$ cat config.mk
export PLATFORM = sky130hd
export DESIGN_NAME = mem_ctrl
export DESIGN_NICKNAME = d
export VERILOG_FILES = /design/src/rtl/mem_ctrl.sv
export SDC_FILE = /design/constraint.sdc
export NUM_CORES = 1
export LEC_CHECK = 0
export BUFFER_PORTS_ARGS = -buffer_cell sky130_fd_sc_hd__buf_4
export CORE_ASPECT_RATIO = 1.2
export CORE_MARGIN = 1.5
export CORE_UTILIZATION = 54
export CTS_CLUSTER_DIAMETER = 120
export DETAILED_ROUTE_END_ITERATION = 8
export GPL_TIMING_DRIVEN = 0
export PLACE_DENSITY_LB_ADDON = 0.3
export SETUP_SLACK_MARGIN = 0.2
export SYNTH_ARGS = -nofsm -noshare
export SYNTH_HDL_FRONTEND = slang
export SYNTH_SLANG_ARGS = --single-unit
$ cat constraint.sdc
create_clock -name clk_in -period 3.2 [get_ports clk_in]
set_input_delay 0 -clock clk_in [delete_from_list [all_inputs] [get_ports clk_in]]
set_output_delay 0 -clock clk_in [all_outputs]
set_load 0.005 [all_outputs]
$ cat src/rtl/mem_ctrl.sv
// mem_ctrl: serialises instruction fetches and LSB loads/stores onto the
// single byte-wide RAM/IO port. Reads are assembled little-endian, and stores
// are split into byte writes.
module mem_ctrl #(
    parameter logic [31:0] IO_ADDR_HI = 32'h00030000
) (
    input  logic        clk_in,
    input  logic        rst_in,
    input  logic        rdy_in,
    input  logic [7:0]  mem_din,
    output logic [7:0]  mem_dout,
    output logic [31:0] mem_a,
    output logic        mem_wr,
    input  logic        io_buffer_full,
    input  logic        if_req,
    input  logic [31:0] if_addr,
    output logic        if_done,
    output logic [31:0] if_data,
    input  logic        go_work,
    input  logic        l_or_s,
    input  logic [2:0]  width,
    input  logic [31:0] address,
    input  logic [31:0] value_store,
    output logic        received,
    output logic        has_result,
    output logic [31:0] value_load,
    input  logic        clear_all
);

    typedef enum logic [1:0] {IDLE, IF_RD, LS_RD, LS_WR} state_t;

    state_t      state;
    state_t      state_next;
    logic [2:0]  cnt;
    logic [2:0]  len;
    logic [2:0]  cnt_inc;
    logic [2:0]  ls_len;
    logic [31:0] base_addr;
    logic [31:0] store_word;
    logic [31:0] read_word;
    logic [31:0] read_next;
    logic [31:0] store_shift;
    logic        wr_q;
    logic        ls_stall;
    logic        accept_ls;
    logic        accept_if;
    logic        last_byte;

    // A pending write strobe is masked while the system is paused so that the
    // held byte is only committed on an edge where the controller advances.
    assign mem_wr = wr_q & rdy_in;

    // Arbitration, next-state selection and the byte-lane helpers.
    always_comb begin
        state_next  = state;
        accept_ls   = 1'b0;
        accept_if   = 1'b0;
        ls_len      = 3'd4;
        ls_stall    = go_work && l_or_s && (address >= IO_ADDR_HI) && io_buffer_full;
        last_byte   = (cnt == (len - 3'd1));
        cnt_inc     = cnt + 3'd1;
        read_next   = read_word | ({24'd0, mem_din} << {cnt, 3'b000});
        store_shift = store_word >> {cnt_inc, 3'b000};
        case (width)
            3'd1:    ls_len = 3'd1;
            3'd2:    ls_len = 3'd2;
            default: ls_len = 3'd4;
        endcase
        case (state)
            IDLE: begin
                if (!clear_all) begin
                    if (go_work) begin
                        if (!ls_stall) begin
                            accept_ls  = 1'b1;
                            state_next = l_or_s ? LS_WR : LS_RD;
                        end
                    end else if (if_req) begin
                        accept_if  = 1'b1;
                        state_next = IF_RD;
                    end
                end
            end
            IF_RD, LS_RD: begin
                if (clear_all || last_byte) begin
                    state_next = IDLE;
                end
            end
            LS_WR: begin
                if (last_byte) begin
                    state_next = IDLE;
                end
            end
            default: state_next = IDLE;
        endcase
    end

    // State register; everything freezes while rdy_in is low.
    always_ff @(posedge clk_in) begin
        if (rst_in) begin
            state <= IDLE;
        end else if (rdy_in) begin
            state <= state_next;
        end
    end

    // Bus address/data, byte counter, read assembly and completion pulses.
    always_ff @(posedge clk_in) begin
        if (rst_in) begin
            cnt        <= 3'd0;
            len        <= 3'd0;
            base_addr  <= 32'd0;
            store_word <= 32'd0;
            read_word  <= 32'd0;
            wr_q       <= 1'b0;
            mem_a      <= 32'd0;
            mem_dout   <= 8'd0;
            received   <= 1'b0;
            has_result <= 1'b0;
            value_load <= 32'd0;
            if_done    <= 1'b0;
            if_data    <= 32'd0;
        end else if (rdy_in) begin
            received   <= accept_ls;
            has_result <= 1'b0;
            if_done    <= 1'b0;
            case (state)
                IDLE: begin
                    if (accept_ls) begin
                        cnt        <= 3'd0;
                        len        <= ls_len;
                        base_addr  <= address;
                        store_word <= value_store;
                        read_word  <= 32'd0;
                        mem_a      <= address;
                        mem_dout   <= value_store[7:0];
                        wr_q       <= l_or_s;
                    end else if (accept_if) begin
                        cnt       <= 3'd0;
                        len       <= 3'd4;
                        base_addr <= if_addr;
                        read_word <= 32'd0;
                        mem_a     <= if_addr;
                    end
                end
                IF_RD, LS_RD: begin
                    if (!clear_all) begin
                        read_word <= read_next;
                        if (last_byte) begin
                            if (state == IF_RD) begin
                                if_done <= 1'b1;
                                if_data <= read_next;
                            end else begin
                                has_result <= 1'b1;
                                value_load <= read_next;
                            end
                        end else begin
                            cnt   <= cnt_inc;
                            mem_a <= base_addr + {29'd0, cnt_inc};
                        end
                    end
                end
                LS_WR: begin
                    if (last_byte) begin
                        wr_q <= 1'b0;
                    end else begin
                        cnt      <= cnt_inc;
                        mem_a    <= base_addr + {29'd0, cnt_inc};
                        mem_dout <= store_shift[7:0];
                    end
                end
                default: wr_q <= 1'b0;
            endcase
        end
    end

endmodule

# Word-level counts from Yosys, hierarchy flattened
# Cells that the tools add are included.
[classes]
add_sub_neg = 3
n_lt_le_gt_ge = 1
n_eq_ne = 15
n_shift = 2
muxes = 47
bitwise = 4
reduce_logical = 18
[op_table]
columns = ["op", "count"]
rows = [
  ["32-bit two-way mux", 7],
  ["32-bit one-hot mux with 3 select lines", 1],
  ["32-bit one-hot mux with 2 select lines", 1],
  ["32-bit by 3-bit adder with 32-bit output", 1],
  ["32-bit by 18-bit greater-or-equal comparator with 1-bit output, second input constant", 1],
  ["32-bit bitwise OR", 1],
  ["8-bit by 6-bit left shift with 32-bit output", 1],
  ["32-bit by 6-bit >> shifter with 8-bit output", 1],
  ["1-bit two-way mux", 19],
  ["3-bit two-way mux", 6],
  ["8-bit two-way mux", 2],
  ["8-bit one-hot mux with 2 select lines", 1],
  ["2-bit two-way mux", 6],
  ["2-bit inequality test, second input constant", 6],
  ["4-bit AND reduction", 3],
  ["5-bit AND reduction", 2],
  ["3-bit inequality test, second input constant", 3],
  ["3-bit one-hot mux with 3 select lines", 1],
  ["3-bit AND reduction", 3],
  ["2-bit one-hot mux with 3 select lines", 1],
  ["3-bit one-hot mux with 2 select lines", 1],
  ["6-bit AND reduction", 1],
  ["2-bit nonzero test", 3],
  ["2-bit == test, second input constant", 2],
  ["13 further kinds", 16],
]
[word_totals]
regBits = 212
inputBits = 115
output_inout_bits = 108
word_cells = 104

# Logic depth before layout (Yosys ltp)
[depth]
word_depth = 9
mapped_depth = 10
depth_no_buf = 8

# Worst setup path after synthesis
# Ideal clock, no wire load.
[synth_path]
path_type = "reg-to-reg"
startpoint = "register cnt[1]"
endpoint = "register mem_a[31]"
setup_ns = 0.117
arrival_ns = 2.419
required_ns = 3.083
path_slack_ns = 0.664
path_stages_with_launch = 9
n_path_buf = 0
period_less_slack_ns = 2.536
path_cell_list = "dfxtp_1 > ha_1 > xor2_1 > ha_1 > a211oi_1 > or4_1 > nor4_2 > mux2i_1 > a32o_1"
[synth_between]
elab_chain_cells = 5
word_cells_on_any_way = 6
classes_between = "add/sub (2); eq/ne (1); mux (3)"
[synth_lines]
columns = ["item", "line", "text"]
rows = [
  ["start: declaration", "34", "logic [2:0] cnt;"],
  ["start signal: assignment", "157", "cnt <= cnt_inc;"],
  ["start signal: assignment", "166", "cnt <= cnt_inc;"],
  ["3-bit by 1-bit adder with 3-bit output", "61", "cnt_inc = cnt + 3'd1;"],
  ["32-bit by 3-bit adder with 32-bit output", "158, 167", ""],
  ["32-bit two-way mux (*)", "148, 163", ""],
  ["32-bit two-way mux", "146", "if (!clear_all) begin"],
  ["32-bit one-hot mux with 3 select lines (*)", "126", "case (state)"],
  ["end signal: assignment", "134", "mem_a <= address;"],
  ["end signal: assignment", "158", "mem_a <= base_addr + {29'd0, cnt_inc};"],
  ["end signal: assignment", "167", "mem_a <= base_addr + {29'd0, cnt_inc};"],
  ["end: declaration", "12", "output logic [31:0] mem_a,"],
]
# Mark *: on every way between the ends. The rest lies on a longest branch, timed or not. The select of a mux whose other input is x is not followed.
# A chain may end at the register's enable or synchronous reset.

# Worst setup path in the final report
[layout_path]
startpoint = "input port address[21]"
endpoint = "register mem_a[1]"
[layout_between]
elab_chain_cells = 9
word_cells_on_any_way = 11
classes_between = "order compare (1); eq/ne (1); mux (6); reduce/logical (3)"
[layout_lines]
columns = ["item", "line", "text"]
rows = [
  ["start: declaration", "22", "input logic [31:0] address,"],
  ["32-bit by 18-bit greater-or-equal comparator with 1-bit output (*)", "59", "ls_stall = go_work && l_or_s && (address >= IO_ADDR_HI) && io_buffer_full;"],
  ["1-bit logical AND (*) (2 in series)", "59", ""],
  ["1-bit two-way mux (*)", "73", "if (!ls_stall) begin"],
  ["1-bit two-way mux (*)", "72", "if (go_work) begin"],
  ["1-bit two-way mux (*)", "71", "if (!clear_all) begin"],
  ["1-bit two-way mux (*)", "69", "case (state)"],
  ["3-bit inequality test (no line) or 32-bit two-way mux (tied branches)", "--", ""],
  ["3-bit AND reduction (no line) or 32-bit one-hot mux with 3 select lines (tied branches)", "--", ""],
  ["end signal: assignment", "134", ""],
  ["end signal: assignment", "142", "mem_a <= if_addr;"],
  ["end signal: assignment", "158", ""],
]
# Mark *: on every way between the ends. The rest lies on a longest branch, timed or not.

==> flow_summary.toml <==
[grt]
overflow = 0
gr-usage-met2_pct = 66.2
first_global_vias = 10900
gr-usage-all-layers_pct = 38.3
use_met3_pct = 7.18
grt_pass1_wl_um = 56800
grt_start_max_net_pins = 15
top_usage_layer = "met2"
grt_use_met1_pct = 43.2
antenna_found_initial = 1

[cts]
cts_tree = "built"
clockRootBuffer = "clkbuf_16"
numCtsBuffers = 21
postCtsSetupBuffers = 0
cts.htree.levels = 1
clkTransAtPathRegs_ps = 60
cts_num_sinks = 212
clock_path_buffers = 3
clk_latency_ps = 500

[pwr]
p_leak_nw = 5.10
finalPower_mw = 6.44
ir_worst_vdd_mv = 0.405
p_per_area_nw_per_um2 = 476

[logic_synthesis]
ys_seq_area_share_pct = 43.5
ys_ff_latch = 212
synth_fp_nets = 1283
synth_flop_cell = "dfxtp_1"
syn_avg_cell_area_um2 = 8.42
yosys_warnings = 0
async_reset_ff_share_pct = 0
synth.distinct_cells = 64
synth_edf_count = 0
synthesis.area_um2 = 9760
postSynthCellCount = 1159

[final_layout]
multi_input_area_um2 = 5070
drive_above_1_share_pct = 21.4
finalNonFillerCells = 1749
ff_latch_area_um2 = 4250
fill_cells = 1236
final_nets = 1639
syn_to_final_growth_pct = 38.6

[worst_setup_path]
critPathKind = "in2reg"
cp.required_ps = 3560
max_stage_delay_ps = 650
cp_common_cell = "dlygate4sd3_1"
slowest_stage = "dlygate4sd3_1"
cp.arrival_ps = 3310
worstPathCellList = "dlygate4sd3_1, buf_4, nor4_2, a41o_1, nand2_1, clkbuf_1, mux2i_1, dlygate4sd3_1, o221ai_1"
cp_max_fo = 10
cp_top_family = "buffers and inverters"
crit_buf_inv = 4
start_kind = "input pin"
worstSetupEndpointType = "flip-flop"

[outcome]
violations = "DRC"
outcome = "finished, violations left"

[job]
drv_cap = 0

[sta]
slew_headroom_pct = 37.9
finalSetupViolCount = 0
fin_worst_skew_ps = 11.3
fin_hold_ws_ps = 19.8
grt_setup_unrepaired = "no"
report.final.slew_viol_count = 0
max_freq_mhz = 339
hold_viol_final = 0
fin_setup_tns_ps = 0
worstMarginPinSlew_ps = 929
period_minus_slack_ps = 2950
fin_crit_sh_pct = 92.3

[floorplan]
die_width_um = 126
die-area_um2 = 18900
num_io_pins = 223
core_area_um2 = 17600
dieHeight_um = 150
start_util_pct = 55.4
rows = 53

[routing]
wl_per_cell_um = 21.4
ant_nets = 0
drtIter0Drc = 1347
vias = 11200
viasPerCell = 6.40
dr.pass1.iters = 9
route.detailed.drc = 11
routed_wl_um = 37400

[place]
dp_cells = 1601
dp_hpwl_um = 25100
gp_congestion = 0.995
place.port_buffers = 222

[worst_hold_path]
hp-class = "in2reg"
[worst paths after layout]
path,slack [ps],start,endpoint,depth (start not counted)
hold / removal,20,if_addr[26],base_addr[26],4
setup / recovery,250,address[21],mem_a[1],9
setup reg to reg,300,cnt[0],mem_a[7],9
hold reg to reg,460,store_word[10],store_word[10],2
[registers in the layout (all words and copies together), names as in the netlist]
register	flops
wr_q	1
if_data	32
value_load	32
read_word	32
len	3
cnt	3
store_word	32
state	2
mem_a	32
if_done	1
received	1
has_result	1
mem_dout	8
base_addr	32
[power by group]
| group | internal [mW] | total, mW | leakage [nW] | switching (mW) |
|---|---|---|---|---|
| Sequential | 2.75 | 2.84 | 1.72 | 0.0956 |
| Combinational | 0.506 | 1.20 | 3.06 | 0.693 |
| Clock | 1.37 | 2.40 | 0.327 | 1.03 |
[repair_timing]
action	4_1_cts	5_1_grt
endpoints found under the hold margin	141	0
endpoints found under the setup margin	12	19
cloned	0	0
gates resized for setup	5	6
hold buffers	111	0
[cell type report]
type                       count  area share, %
clock inverter                 3          0.139
timing repair buffer         333           20.5
antenna                        1         0.0185
inverter                      19          0.527
clock buffer                  33           4.73
tap                          220           2.03
sequential                   212           31.4
multi-input combinational    832           37.5
buffer                        96           3.19
[cells by family (layout without fill, tap and decap cells)]
group	Yosys count	count (layout)	synth area share, %
compound gates	358	358	25.0
xor+xnor	15	15	1.50
fa+ha+maj	9	9	1.23
buf+inv	115	484	5.15
flops	212	212	43.5
mux	25	25	3.59
other cells	0	1	0
simple gates	425	425	20.1
[stage by stage]
step / area, µm² / setup slack (ps) / utilization [%]
after floorplan: 9760 / 664 / -
after global placement: 11700 / 16.5 / 66.4
after detailed placement: 11700 / -47.3 / 66.4
after CTS: 13500 / 230 / 76.6
after global routing: 13500 / 202 / 76.7
final: 13500 / 246 / 76.7
[worst register-to-register path, stage by stage, from the launching register on]
cell	delay [ps]
dfxtp_1	450
ha_2	300
xor2_4	130
ha_2	230
a211oi_2	580
or3_1	200
clkbuf_1	340
xor2_1	190
nand2_1	80
a32o_1	290
[metal layers]
metal  part of all wire (%)  up-vias  routed length [µm]
li1                       -     4979                   -
met1                     35     5154               13100
met2                     48      821               17800
met3                     10      248                3750
met4                    7.4        0                2780
met5                      0        -                   0
[cells in the mapped netlist, types with 5 or more instances]
library cell | n | area (µm²)
nor4_1 | 6 | 37.5
o21ai_0 | 56 | 280
nor2_1 | 163 | 612
xor2_1 | 7 | 61.3
a31oi_1 | 47 | 294
nor3_1 | 15 | 75.1
nand2b_1 | 9 | 56.3
inv_1 | 18 | 67.6
mux4_2 | 8 | 180
a211oi_1 | 73 | 548
xnor2_1 | 7 | 61.3
a211oi_2 | 5 | 62.6
o211ai_1 | 8 | 60.1
a32o_1 | 21 | 210
buf_1 | 8 | 30.0
ha_1 | 8 | 100
buf_2 | 24 | 120
clkbuf_1 | 57 | 214
a21oi_1 | 87 | 435
dfxtp_1 | 212 | 4240
a311oi_1 | 16 | 140
nand2_1 | 116 | 435
or3_1 | 8 | 50.1
o221a_2 | 8 | 90.1
o31ai_1 | 5 | 37.5
nor2b_1 | 17 | 106
nand4_1 | 12 | 75.1
mux2i_1 | 17 | 170
nand3_1 | 45 | 225
[placed cells by master, fill, tap and decap left out, drive strengths merged, types with 9 or more instances in the layout]
cell | synthesis | final
nand4 | 12 | 12
a21oi | 87 | 87
a211oi | 78 | 78
nand2b | 9 | 9
nor2b | 17 | 17
inv | 19 | 19
nand2 | 116 | 116
mux2i | 17 | 17
dfxtp | 212 | 212
a311oi | 16 | 16
buf | 39 | 261
dlygate4sd3 | 0 | 111
nor3 | 18 | 18
nand3 | 45 | 45
nor2 | 165 | 165
a32o | 21 | 21
nor4 | 10 | 10
a31oi | 47 | 47
o21ai | 56 | 56
clkbuf | 57 | 90
No activity file was read; power rests on OpenSTA's default activity.
